<file path="src/rtl/multdiv_sequencer.sv">
// multdiv_sequencer
//   Sequences the shared iterative multiply/divide unit for the execute (X)
//   stage. A mul/div seen in X has its operands latched and gets a one-cycle
//   start pulse. The pipeline is stalled until the unit reports ready or a
//   watchdog expires. The captured result and the rstatus code are then
//   presented for exactly one cycle (DONE), while the instruction leaves X.
//
// Ports
//   clock, reset             rising-edge clock, asynchronous active-high reset
//   ex_ir, op_a, op_b, flush X-stage instruction, bypassed operands, squash
//   md_start_mult/div        one-cycle start pulses to the unit
//   md_op_a, md_op_b         operands held stable for the unit
//   md_result, md_exception  unit result and error flag, valid with md_ready
//   md_ready                 unit completion pulse
//   stall                    hold PC and the F/D, D/X, X/M latches
//   result, result_valid     captured result (0 on timeout), one-cycle valid
//   exception, status_value  rstatus write request and its code
module multdiv_sequencer #(
  parameter int          MAX_CYCLES = 40,
  parameter logic [31:0] STATUS_MUL = 32'd4,
  parameter logic [31:0] STATUS_DIV = 32'd5,
  parameter logic [31:0] STATUS_TMO = 32'd6
) (
  input  logic        clock,
  input  logic        reset,
  input  logic [31:0] ex_ir,
  input  logic [31:0] op_a,
  input  logic [31:0] op_b,
  input  logic        flush,
  output logic        md_start_mult,
  output logic        md_start_div,
  output logic [31:0] md_op_a,
  output logic [31:0] md_op_b,
  input  logic [31:0] md_result,
  input  logic        md_exception,
  input  logic        md_ready,
  output logic        stall,
  output logic [31:0] result,
  output logic        result_valid,
  output logic        exception,
  output logic [31:0] status_value
);

  localparam int CNT_W = $clog2(MAX_CYCLES) + 1;
  localparam logic [CNT_W-1:0] CNT_LAST = CNT_W'(MAX_CYCLES - 1);

  localparam logic [1:0] IDLE = 2'b00;
  localparam logic [1:0] BUSY = 2'b01;
  localparam logic [1:0] DONE = 2'b10;

  logic [1:0]       state;
  logic [CNT_W-1:0] count;
  logic             kind_mul;
  logic             is_mul;
  logic             is_div;
  logic             is_md;
  logic             accept;

  always_comb begin
    is_mul = (ex_ir[31:27] == 5'b00000) && (ex_ir[6:2] == 5'b00110);
    is_div = (ex_ir[31:27] == 5'b00000) && (ex_ir[6:2] == 5'b00111);
    is_md  = is_mul | is_div;
    accept = (state == IDLE) && is_md && !flush;
  end

  // The stall must rise in the same cycle the mul/div is decoded, so it is
  // combinational; it is low in DONE so the instruction advances with result.
  assign stall        = accept || (state == BUSY);
  assign result_valid = (state == DONE);

  always_ff @(posedge clock or posedge reset) begin
    if (reset) begin
      state         <= IDLE;
      count         <= '0;
      kind_mul      <= 1'b0;
      md_start_mult <= 1'b0;
      md_start_div  <= 1'b0;
      md_op_a       <= '0;
      md_op_b       <= '0;
      result        <= '0;
      exception     <= 1'b0;
      status_value  <= '0;
    end else begin
      // Start pulses are registered, so they appear in the first BUSY cycle
      // and can only ever be produced by an IDLE acceptance.
      md_start_mult <= accept && is_mul;
      md_start_div  <= accept && is_div;

      case (state)
        IDLE: begin
          if (accept) begin
            md_op_a  <= op_a;
            md_op_b  <= op_b;
            kind_mul <= is_mul;
            count    <= '0;
            state    <= BUSY;
          end
        end
        BUSY: begin
          if (count != CNT_LAST) begin
            count <= count + 1'b1;
          end
          // A squash abandons the operation; a late md_ready then lands in
          // IDLE where it is ignored. Ready is checked before the watchdog
          // so a completion on the limit cycle is not reported as timeout.
          if (flush) begin
            state <= IDLE;
          end else if (md_ready) begin
            result       <= md_result;
            exception    <= md_exception;
            status_value <= kind_mul ? STATUS_MUL : STATUS_DIV;
            state        <= DONE;
          end else if (count == CNT_LAST) begin
            result       <= '0;
            exception    <= 1'b1;
            status_value <= STATUS_TMO;
            state        <= DONE;
          end
        end
        DONE: begin
          exception    <= 1'b0;
          status_value <= '0;
          state        <= IDLE;
        end
        default: begin
          state <= IDLE;
        end
      endcase
    end
  end

endmodule

</file>
<file path="config.mk">
export PLATFORM = sky130hd
export DESIGN_NAME = multdiv_sequencer
export DESIGN_NICKNAME = d
export VERILOG_FILES = /design/src/rtl/multdiv_sequencer.sv
export SDC_FILE = /design/constraint.sdc
export NUM_CORES = 1
export LEC_CHECK = 0
export ABC_AREA = 1
export CAP_MARGIN = 20
export CORE_AREA = 10 10 123 125
export CTS_BUF_LIST = sky130_fd_sc_hd__clkbuf_16
export CTS_CLUSTER_DIAMETER = 30
export DETAILED_ROUTE_END_ITERATION = 6
export DIE_AREA = 0 0 133 135
export MAX_ROUTING_LAYER = met4
export PLACE_DENSITY = 0.8
export SETUP_SLACK_MARGIN = 0.3
export SLEW_MARGIN = 20
export SYNTH_ARGS = -nofsm -noshare
export SYNTH_HDL_FRONTEND = slang
export SYNTH_SLANG_ARGS = --single-unit
</file>
<file path="constraint.sdc">
create_clock -name clock -period 5.35 [get_ports clock]
set_input_delay 1.3375 -clock clock [delete_from_list [all_inputs] [get_ports clock]]
set_output_delay 1.3375 -clock clock [all_outputs]
set_load 0.01 [all_outputs]
</file>
==> impl_metrics.toml <==
[sta]
max-slew-margin-rel_pct = 48.80
worstMarginPinSlew_ns = 0.7662
finalClockSkew_ns = 0.007344
setup_violations = 0
finalMaxSlewViolations = 0
period_share_pct = 80.15
layout_min_cycle_time_ns = 4.288
fin_tns_setup_ns = 0
rsz0062_at_grt = "false"
fmax_mhz = 233.2
hold_viol_final = 0

[route]
wl_per_cell_um = 15.25
routed_wirelength_um = 14550
vias = 4216
drc = 0
final_antenna_net_count = 0
vias_per_cell = 4.419
drtIter0Drc = 197
dr.pass1.iters = 4

[cts]
postCtsSetupRepairBufs = 0
cts_tree = "yes"
cts_resized = 0
path_clk_slew_ns = 0.07
clock-sinks = 112
clock_latency_ns = 0.35
htreeDepth = 3
cts_buffers = 9
holdBufCountCts = 0
clockRootBuffer = "clkbuf_16"
cts_buffer_depth = 2

[critical_path]
critPathKind = "in -> out"
critPathMaxFanout = 4
cpMaxStageDelayCell = "clkdlybuf4s50_1"
ff2ff_path_depth = 6
cpLargestDelayFamily = "buffers and inverters"
crit_path_end_kind = "output pin"
r2r_slack_ns = 2.65
worstSetupStartpointType = "input pin"
cp_num_cells = 9
required_ns = 4.01
critical_path.cell_chain = "clkdlybuf4s50_1 > inv_2 > nand3_1 > nor2_1 > nand2_1 > nand2_2 > inv_2 > nand2_1 > clkdlybuf4s50_1"
cpPeakStageDelay_ns = 0.56
crit_buf_inv = 4
worstPathArrival_ns = 2.95

[yosys]
syn_inst = 573
ys_types = 20
ys_seq_area_share_pct = 57.36
synth_seq_cells = 112
yosysWarnings = 0
syn-cell-area_sq_um = 4886
syn_area_per_cell_sq_um = 8.527

[floorplanning]
pin_count = 266
die_h_um = 135
die_w_um = 133
rows = 41
start_util_pct = 38.88
core_sq_um = 12570
dieArea_sq_um = 17960

[grt]
grtUsageTotal_pct = 15.93
overflow = 0
grt_max_degree = 65
antenna_found_initial = 0
grt_pass1_wl_um = 22300
grt_pass1_vias = 4277

[power_and_ir_drop]
p_per_area_nw_per_um2 = 356.6
vdd_drop_max_mv = 0.2730
power.leakage_nw = 3.588

[cells_and_area]
n_fill_cell = 1120
final_common_cell = "nand2_1"
num_antenna_cells = 0
multi_input_area_sq_um = 1644
seqCellArea_sq_um = 2803
instances_no_fill = 954
areaGrowthSynthToFinish_pct = 49.50
nets = 915
drive_gt1_share_pct = 3.581
final_cell_mix = "238 x nand2_1, 214 x clkdlybuf4s50_1, 112 x dfrtp_1"
finish.instance_area_sq_um = 7305

[run_status]
status = "finished, final reports clean"

[placement]
place_area_sq_um = 7032
port_buffers = 214
dp_cells = 938
hpwl_um = 11000
globalplace.congestion = 0.7852

[flow_run]
cap_viol_max_count = 0

[worst_hold_path]
min_path_type = "reg -> reg"
min_path_cells = 2
[worst paths after layout]
path	start	end
setup reg to reg	state[1]$_DFFE_PP0P_	result[15]$_DFFE_PP0P_
hold / removal	md_op_a[4]$_DFFE_PP0P_	md_op_a[4]$_DFFE_PP0P_
setup / recovery	flush	stall
max in group asynchronous	reset	md_op_b[19]$_DFFE_PP0P_
min in group asynchronous	reset	md_op_b[11]$_DFFE_PP0P_
hold reg to reg	md_op_a[4]$_DFFE_PP0P_	md_op_a[4]$_DFFE_PP0P_
[where the power goes]
part,internal (mW),switching [mW],total (mW)
logic,0.439,0.442,0.881
clock network,0.316,0.310,0.626
registers,1.01,0.0916,1.10
[synthesized netlist by cell type (all sizes together)]
| cell | number | area share (%) |
|---|---|---|
| ha | 5 | 1.3 |
| conb | 1 | 0.077 |
| o21ai | 37 | 3.8 |
| nor3 | 1 | 0.10 |
| a21oi | 2 | 0.20 |
| clkbuf | 5 | 0.38 |
| nand4 | 1 | 0.26 |
| nand2 | 240 | 18 |
| o21bai | 1 | 0.15 |
| nand3 | 49 | 5.0 |
| dfrtp | 112 | 57 |
| a21boi | 2 | 0.54 |
| buf | 49 | 7.0 |
| inv | 50 | 3.8 |
| nor2 | 18 | 1.5 |
[cell families after synthesis]
kind of cell	Yosys count	share of synthesized area [%]
adder cells (fa/ha/maj)	5	1.280
buffers and inverters	104	11.19
AO/OA/AOI/OAI	42	4.687
other	1	0.07675
AND/OR/NAND/NOR	309	25.40
flip-flops	112	57.36
[layer usage]
layer	global-route usage, %	routed length (um)
met5	-	0
met4	5.562	194
met3	4.525	890
met2	26.51	7464
met1	18.10	6002
[tightest hold or removal path, delay by kind of cell, from the launching register on]
| family | cells | cell delay, ns |
|---|---|---|
| flip-flops | 1 | 0.34 |
| AND/OR/NAND/NOR | 2 | 0.09 |
[sequential cells by signal, indices dropped and copies added, names as in the netlist]
name           count
state              2
md_op_a           32
count              7
exception          1
status_value       3
result            32
md_start_div       1
md_op_b           32
kind_mul           1
md_start_mult      1
[per-stage QoR]
stage / total power [mW] / utilization [%] / setup WS (ns) / hold WS [ns]
5_1_grt: 2.764 / 58.12 / 0.9475 / 0.4819
2_1_floorplan: 1.518 / - / 1.054 / 0.4419
4_1_cts: 2.640 / 58.12 / 1.051 / 0.4748
3_5_place_dp: 2.004 / 55.95 / 1.051 / 0.4570
6_report: 2.605 / 58.12 / 1.062 / 0.4691
3_3_place_gp: 1.980 / 55.95 / 1.089 / 0.4526
[layout make-up]
cell class	count	share of cell area, %
multi-input cells	385	22.51
flip-flops and latches	112	38.37
clock buffers	9	3.083
well taps	172	2.946
inverters	50	2.604
clock inverters	7	0.6509
repair buffers	219	29.84
Power figures use the tool's default switching activity.
